==> config.mk <==
export PLATFORM = sky130hd
export DESIGN_NAME = tdc_readout_ctrl
export DESIGN_NICKNAME = d
export VERILOG_FILES = /design/src/rtl/tdc_pkg.sv /design/src/rtl/tdc_deser.sv /design/src/rtl/tdc_readout_ctrl.sv
export SDC_FILE = /design/constraint.sdc
export NUM_CORES = 1
export LEC_CHECK = 0
export ABC_AREA = 1
export CORE_MARGIN = 5
export CORE_UTILIZATION = 25
export CTS_CLUSTER_SIZE = 20
export DETAILED_ROUTE_END_ITERATION = 10
export GPL_TIMING_DRIVEN = 0
export PLACE_DENSITY = 0.41
export SYNTH_ARGS = -nofsm -noshare
export SYNTH_HDL_FRONTEND = slang
export SYNTH_HIERARCHICAL = 1
export SYNTH_SLANG_ARGS = --single-unit
==> constraint.sdc <==
create_clock -name clk -period 6.91 [get_ports clk]
set_clock_uncertainty 0.15 [all_clocks]
set_input_delay 1.382 -clock clk [delete_from_list [all_inputs] [get_ports clk]]
set_output_delay 1.382 -clock clk [all_outputs]
set_load 0.05 [all_outputs]
==> src/rtl/tdc_pkg.sv <==
// Shared definitions for the TDC frame readout controller.
package tdc_pkg;

  localparam int unsigned BITS_UNSIG_TDC = 15;
  localparam int unsigned NUM_COL        = 16;
  localparam int unsigned CNT_COL        = 4;
  localparam int unsigned FRAME_BITS     = NUM_COL * BITS_UNSIG_TDC;

  typedef enum logic [2:0] {
    ST_IDLE      = 3'd0,
    ST_WAIT_MEAS = 3'd1,
    ST_LOAD      = 3'd2,
    ST_SHIFT     = 3'd3,
    ST_DONE      = 3'd4
  } state_t;

endpackage

==> src/rtl/tdc_deser.sv <==
// Serial-in word shifter: collects W bits MSB first and flags the completing edge.
module tdc_deser
  import tdc_pkg::*;
#(
  parameter int unsigned W = BITS_UNSIG_TDC
) (
  input  logic         i_clk,
  input  logic         i_rst,
  input  logic         i_clear,
  input  logic         i_en,
  input  logic         i_sdi,
  output logic [W-1:0] o_word,
  output logic         o_word_done
);

  localparam int unsigned CW = $clog2(W);
  localparam logic [CW-1:0] LAST_BIT = CW'(W - 1);

  logic [W-1:0]  r_shift;
  logic [CW-1:0] r_bit_cnt;

  // Shift in one bit per enabled edge; clear discards any partial word.
  always_ff @(posedge i_clk or posedge i_rst) begin
    if (i_rst) begin
      r_shift   <= '0;
      r_bit_cnt <= '0;
    end else if (i_clear) begin
      r_shift   <= '0;
      r_bit_cnt <= '0;
    end else if (i_en) begin
      r_shift   <= {r_shift[W-2:0], i_sdi};
      r_bit_cnt <= (r_bit_cnt == LAST_BIT) ? '0 : r_bit_cnt + CW'(1);
    end
  end

  // The completed word includes the bit being sampled on this edge.
  assign o_word      = {r_shift[W-2:0], i_sdi};
  assign o_word_done = i_en && !i_clear && (r_bit_cnt == LAST_BIT);

endmodule

==> src/rtl/tdc_readout_ctrl.sv <==
// Frame readout controller: strobes column load, deserializes the chain tail
// into column-tagged words on a valid/ready port.
module tdc_readout_ctrl
  import tdc_pkg::*;
#(
  parameter int unsigned BITS_UNSIG_TDC = tdc_pkg::BITS_UNSIG_TDC,
  parameter int unsigned NUM_COL        = tdc_pkg::NUM_COL,
  parameter int unsigned CNT_COL        = tdc_pkg::CNT_COL,
  parameter logic [15:0] TIMEOUT_CYC    = 16'hFFFF
) (
  input  logic                      clk,
  input  logic                      rst_tdc_readout_ctrl,
  input  logic                      start,
  input  logic                      abort,
  input  logic                      meas_done,
  input  logic                      chain_so,
  output logic                      flag_col,
  output logic                      busy,
  output logic [BITS_UNSIG_TDC-1:0] out_data,
  output logic [CNT_COL-1:0]        out_col,
  output logic                      out_valid,
  input  logic                      out_ready,
  output logic                      frame_done,
  output logic                      err_timeout,
  output logic                      err_overflow
);

  state_t r_state;
  state_t w_next;

  logic                      r_flag_col;
  logic                      r_out_valid;
  logic [BITS_UNSIG_TDC-1:0] r_out_data;
  logic [CNT_COL-1:0]        r_out_col;
  logic                      r_err_timeout;
  logic                      r_err_overflow;
  logic [CNT_COL-1:0]        r_col_cnt;
  logic [15:0]               r_to_cnt;

  logic [BITS_UNSIG_TDC-1:0] w_word;
  logic                      w_word_done;
  logic                      w_shift_en;
  logic                      w_deser_clear;
  logic                      w_start_frame;
  logic                      w_timeout_hit;
  logic                      w_last_word;
  logic                      w_accept;

  assign w_shift_en    = (r_state == ST_SHIFT);
  assign w_deser_clear = abort || (r_state != ST_SHIFT);

  tdc_deser #(
    .W (BITS_UNSIG_TDC)
  ) u_deser (
    .i_clk       (clk),
    .i_rst       (rst_tdc_readout_ctrl),
    .i_clear     (w_deser_clear),
    .i_en        (w_shift_en),
    .i_sdi       (chain_so),
    .o_word      (w_word),
    .o_word_done (w_word_done)
  );

  // Next-state decode; abort overrides every transition.
  always_comb begin
    w_next        = r_state;
    w_start_frame = (r_state == ST_IDLE) && start && !abort;
    w_timeout_hit = (r_state == ST_WAIT_MEAS) && (r_to_cnt == TIMEOUT_CYC - 16'd1);
    w_last_word   = w_word_done && (r_col_cnt == CNT_COL'(NUM_COL - 1));
    w_accept      = w_word_done && (!r_out_valid || out_ready);
    case (r_state)
      ST_IDLE:      if (w_start_frame) w_next = ST_WAIT_MEAS;
      ST_WAIT_MEAS: begin
        if (meas_done)          w_next = ST_LOAD;
        else if (w_timeout_hit) w_next = ST_IDLE;
      end
      ST_LOAD:      w_next = ST_SHIFT;
      ST_SHIFT:     if (w_last_word) w_next = ST_DONE;
      ST_DONE:      w_next = ST_IDLE;
      default:      w_next = ST_IDLE;
    endcase
    if (abort) w_next = ST_IDLE;
  end

  // State register; flag_col is registered so it is high exactly while in LOAD.
  always_ff @(posedge clk or posedge rst_tdc_readout_ctrl) begin
    if (rst_tdc_readout_ctrl) begin
      r_state    <= ST_IDLE;
      r_flag_col <= 1'b0;
    end else begin
      r_state    <= w_next;
      r_flag_col <= (w_next == ST_LOAD);
    end
  end

  // Timeout and column counters, cleared at frame start and on abort.
  always_ff @(posedge clk or posedge rst_tdc_readout_ctrl) begin
    if (rst_tdc_readout_ctrl) begin
      r_to_cnt  <= '0;
      r_col_cnt <= '0;
    end else if (w_start_frame || abort) begin
      r_to_cnt  <= '0;
      r_col_cnt <= '0;
    end else begin
      r_to_cnt  <= (r_state == ST_WAIT_MEAS) ? r_to_cnt + 16'd1 : '0;
      if (w_word_done) r_col_cnt <= r_col_cnt + CNT_COL'(1);
    end
  end

  // Sticky error flags, cleared only when a new frame is armed.
  always_ff @(posedge clk or posedge rst_tdc_readout_ctrl) begin
    if (rst_tdc_readout_ctrl) begin
      r_err_timeout  <= 1'b0;
      r_err_overflow <= 1'b0;
    end else if (w_start_frame) begin
      r_err_timeout  <= 1'b0;
      r_err_overflow <= 1'b0;
    end else begin
      if (w_timeout_hit && !meas_done && !abort) r_err_timeout <= 1'b1;
      if (w_word_done && !w_accept)              r_err_overflow <= 1'b1;
    end
  end

  // Output holding register: a new word replaces the held one only if it was
  // empty or being consumed on the same edge; otherwise the new word is lost.
  always_ff @(posedge clk or posedge rst_tdc_readout_ctrl) begin
    if (rst_tdc_readout_ctrl) begin
      r_out_valid <= 1'b0;
      r_out_data  <= '0;
      r_out_col   <= '0;
    end else if (w_accept) begin
      r_out_valid <= 1'b1;
      r_out_data  <= w_word;
      r_out_col   <= CNT_COL'(NUM_COL - 1) - r_col_cnt;
    end else if (out_ready) begin
      r_out_valid <= 1'b0;
    end
  end

  assign flag_col     = r_flag_col;
  assign busy         = (r_state != ST_IDLE);
  assign frame_done   = (r_state == ST_DONE);
  assign out_valid    = r_out_valid;
  assign out_data     = r_out_data;
  assign out_col      = r_out_col;
  assign err_timeout  = r_err_timeout;
  assign err_overflow = r_err_overflow;

endmodule

==> impl_table.tex <==
\begin{tabular}{lr}
\hline
Metric & Value \\
\hline
\multicolumn{2}{l}{\textbf{Timing}} \\
Sum Neg Setup Slack & 0 ns \\
Fraction of the cycle the final worst path needs & 0.5271 \\
Final hold vios & 0 \\
Pin slew with the least headroom to its limit & approximately 0.73 ns \\
Setup repair after global routing missed its margin & false \\
Worst slew slack as a fraction of its limit & 0.5146 \\
Upper clock frequency limit & 0.2746 GHz \\
Max-slew violation total from the final report & 0 \\
Clock period minus final worst setup slack & about 3.6 ns \\
Total setup violations reported at the end of the flow & 0 \\
\multicolumn{2}{l}{\textbf{Power and ir drop}} \\
Leakage Power & 1.632 nW \\
Power density over the cells & roughly 240 mW/mm2 \\
IR drop worst, VDD & $\sim$0.13 mV \\
Post-route total power & 0.9109 mW \\
\multicolumn{2}{l}{\textbf{Critical path}} \\
Critical path required time & between 6 and 7 ns \\
Top Family by Delay on Critical Path & buffers and inverters \\
Category of the worst setup path capture point & register \\
Setup crit start kind & primary input \\
Worst flop-to-flop path startpoint & r\_state[2]\$\_DFF\_PP0\_ \\
Critical Path, Cell by Cell & clkdlybuf4s50\_1 > inv\_1 > nand2\_1 > nor2\_4 > inv\_2 > buf\_6 > nor2\_2 > buf\_2 > nand2\_1 > buf\_2 > mux2\_2 \\
Critical path data arrival time & roughly 3.7 ns \\
R2R cell count & 12 \\
Critical Path Slowest Stage Cell & sky130\_fd\_sc\_hd\_\_clkdlybuf4s50\_1 \\
R2r endpoint & out\_data[4]\$\_DFFE\_PP0P\_ \\
Biggest cell delay along the critical path & around 0.57 ns \\
Setup slack of the most critical reg-to-reg path & $\sim$4.1 ns \\
Worst path buffer plus inverter count & 6 \\
Class of the most critical setup path & in2reg \\
Crit Path Max Fanout & 10 \\
\multicolumn{2}{l}{\textbf{Worst hold path}} \\
Capture endpoint of the worst hold path & r\_to\_cnt[0]\$\_DFF\_PP0\_ \\
Cell count of the worst hold path & 1 \\
Hold path start & r\_to\_cnt[0]\$\_DFF\_PP0\_ \\
Hold Crit Class & reg2reg \\
\multicolumn{2}{l}{\textbf{Place}} \\
Number of buffers added on ports & 31 \\
Placer congestion estimate & around 0.75 \\
Total half-perimeter wirelength after legalization and detailed placement & 4336 um \\
Inst Count DP & between 400 and 500 \\
\multicolumn{2}{l}{\textbf{Clocking}} \\
CTS H-tree lvls & 3 \\
Clock Pin Slew Worst Setup and Hold Paths & approximately 0.06 ns \\
Number of buffers on the longest clock path & 2 \\
Clock tree from TritonCTS & yes \\
Resize count post-CTS & 0 \\
Setup Buffers After CTS & 0 \\
Number of sinks driven by the clock tree & 64 \\
Hold buffer count at cts & 0 \\
Number of CTS-inserted buffers & 9 \\
Clock insertion delay at the later pin of the skew report & $\sim$0.32 ns \\
Clock tree root driver cell & sky130\_fd\_sc\_hd\_\_clkbuf\_16 \\
\multicolumn{2}{l}{\textbf{Floorplan}} \\
Standard-cell row count & 39 \\
Die Height & between 100 and 150 um \\
Effective utilization at floorplan & 0.2556 \\
I/O pin count & 32 \\
Placeable core area & about 0.011 mm2 \\
DIE AREA & roughly 0.014 mm2 \\
Horiz. Die Dim & about 120 um \\
\multicolumn{2}{l}{\textbf{Logic synthesis}} \\
Most area-hungry cell type in the Yosys netlist & sky130\_fd\_sc\_hd\_\_dfrtp\_1 \\
Number of warning messages in the yosys log & 6 \\
Sequential-to-total area share from yosys stat & 0.5486 \\
Dominant combinational cell family by area after synthesis & simple AND/OR/NAND/NOR gates \\
Proportion of register bits with asynchronous set or reset after synthesis & 1.000 \\
Adder-cell share of the synthesized area & 0.02143 \\
Multiplexer fraction of the synthesized cell area & 0.05787 \\
Synth Area in Compound Gates & 0.09987 \\
Post-synthesis net count & 306 \\
Top FF cell, synth & sky130\_fd\_sc\_hd\_\_dfrtp\_1 \\
Area contributors post-synth & sky130\_fd\_sc\_hd\_\_dfrtp\_1, sky130\_fd\_sc\_hd\_\_mux2\_2, sky130\_fd\_sc\_hd\_\_nand2\_1 \\
Share of synthesized cell area in and, or, nand and nor gates & 0.1805 \\
Number of distinct library cell variants in the gate-level netlist after synthesis & 32 \\
Cell area after synthesis & between 0.002 and 0.003 mm2 \\
Synthesized-area fraction occupied by xor and xnor cells & 0.01500 \\
Area fraction of the dominant cell type after synthesis & 0.5486 \\
Post-synth EDFFs & 0 \\
Mean cell area of the mapped netlist & around 9.9 um2 \\
Synthesized instance count & roughly 290 \\
Number of storage elements in the synthesis netlist & 64 \\
\multicolumn{2}{l}{\textbf{Cells and area}} \\
Fraction of final layout cells with drive strength greater than 1 & 0.2076 \\
Number of nets at the end of the flow & approximately 350 \\
Post-route insts no fill & just under 500 \\
Core occupancy in the finished layout & 0.3290 \\
Number of inserted diodes & 0 \\
Layout area overhead & 28.68\% \\
\multicolumn{2}{l}{\textbf{Status}} \\
Run status & complete, no violations \\
\multicolumn{2}{l}{\textbf{Global route}} \\
Maximum number of pins on one net before global-route repair & 31 \\
Initial antenna violation count & 0 \\
Total routing resource utilization after global routing & 0.09230 \\
Via count of the first global-routing pass & roughly 2100 \\
Wire length of the first global-routing pass & between 10000 and 15000 um \\
Residual overflow from global routing & 0 \\
\multicolumn{2}{l}{\textbf{Drt}} \\
Number of routed nets with antenna violations & 0 \\
Final routed wire length divided by cell count & between 10 and 15 um \\
Vias per std cell & between 4 and 5 \\
Number of vias after detailed routing & 2048 \\
Detailed-router iteration count before antenna repair & 4 \\
Starting DRT DRC Count & roughly 110 \\
Final WL & $\sim$6000 um \\
DRC violations left & 0 \\
\multicolumn{2}{l}{\textbf{Run}} \\
Max Cap Viol & 0 \\
\hline
\end{tabular}
-- area by class of cell --
type	count	area, um2
Buffer	7	55.05
Clock buffer	9	225.2
Clock inverter	7	102.6
Fill cell	1198	7662
Inverter	45	168.9
Multi-Input combinational cell	178	1094
Sequential cell	64	1602
Tap cell	143	178.9
Timing Repair Buffer	32	330.3
-- metal layers --
layer | global-route usage | vias up | share of wire
met5 | 0 | - | 0
met4 | 0.03441 | 0 | 0.015
met3 | 0.02210 | 8 | 0.020
met2 | 0.1439 | 22 | 0.46
met1 | 0.1242 | 978 | 0.51
li1 | - | 1040 | -
-- registers in the layout, summed over array words and instances (netlist names) --
signal             count
out_valid              1
r_col_cnt              4
r_state                3
out_data              15
u_deser/r_bit_cnt      4
r_to_cnt              16
flag_col               1
out_col                4
err_overflow           1
u_deser/r_shift       14
err_timeout            1
-- cell usage after synthesis, drive strengths merged, types with 2 or more instances --
library cell and instances:
dfrtp 64, nand2 51, inv 45, nor2 38, mux2 15, o22ai 13, a21oi 12, o21ai 12
nand3 11, buf 7, ha 5, nor3 5, nand4 3, xnor2 3, a31oi 2, xor2 2
-- cells in the final DEF, fill, tap and decap left out, types with 4 or more instances in the layout --
| cell | instances |
|---|---|
| sky130_fd_sc_hd__a21oi_1 | 12 |
| sky130_fd_sc_hd__clkbuf_16 | 9 |
| sky130_fd_sc_hd__clkdlybuf4s50_1 | 31 |
| sky130_fd_sc_hd__dfrtp_1 | 64 |
| sky130_fd_sc_hd__ha_1 | 5 |
| sky130_fd_sc_hd__inv_1 | 40 |
| sky130_fd_sc_hd__inv_2 | 5 |
| sky130_fd_sc_hd__mux2_2 | 15 |
| sky130_fd_sc_hd__nand2_1 | 45 |
| sky130_fd_sc_hd__nand2_2 | 6 |
| sky130_fd_sc_hd__nand3_1 | 9 |
| sky130_fd_sc_hd__nor2_1 | 31 |
| sky130_fd_sc_hd__nor2_4 | 4 |
| sky130_fd_sc_hd__nor3_1 | 4 |
| sky130_fd_sc_hd__o21ai_0 | 10 |
| sky130_fd_sc_hd__o22ai_2 | 10 |
-- per-stage QoR --
step | cell area, um2 | hold slack (ns) | setup slack (ns)
6_report | 3756 | 0.3103 | 3.268
5_1_grt | 3756 | 0.3634 | 3.093
4_1_cts | 3756 | 0.3117 | 3.255
3_5_place_dp | 3428 | 0.3041 | 2.926
3_3_place_gp | 3408 | 0.3028 | 2.926
2_1_floorplan | 2919 | 0.2810 | 3.865
-- cell families after synthesis --
kind of cell,Yosys count
compound gates,41
xor+xnor,5
fa+ha+maj,5
buf+inv,52
flops,64
mux,15
simple gates,112
-- how the worst max path moves through the flow --
| stage | start | end | slack [ns] | cells after the start |
|---|---|---|---|---|
| 2_1_floorplan | abort | out_data[10]$_DFFE_PP0P_ | 3.86 | 10 |
| 6_report | abort | out_data[1]$_DFFE_PP0P_ | 3.27 | 11 |
| 5_1_grt | abort | out_data[1]$_DFFE_PP0P_ | 3.09 | 11 |
| 3_5_place_dp | abort | out_data[0]$_DFFE_PP0P_ | 2.93 | 11 |
| 4_1_cts | abort | out_data[1]$_DFFE_PP0P_ | 3.25 | 11 |
| 3_3_place_gp | abort | out_data[1]$_DFFE_PP0P_ | 2.93 | 11 |
-- power by group --
| group | internal (mW) | switching (mW) | leakage (nW) |
|---|---|---|---|
| Clock | 0.320 | 0.181 | 0.157 |
| Combinational | 0.0101 | 0.0217 | 0.582 |
| Sequential | 0.376 | 0.00118 | 0.893 |
| Total | 0.707 | 0.204 | 1.63 |
No activity file was read; power rests on OpenSTA's default activity.
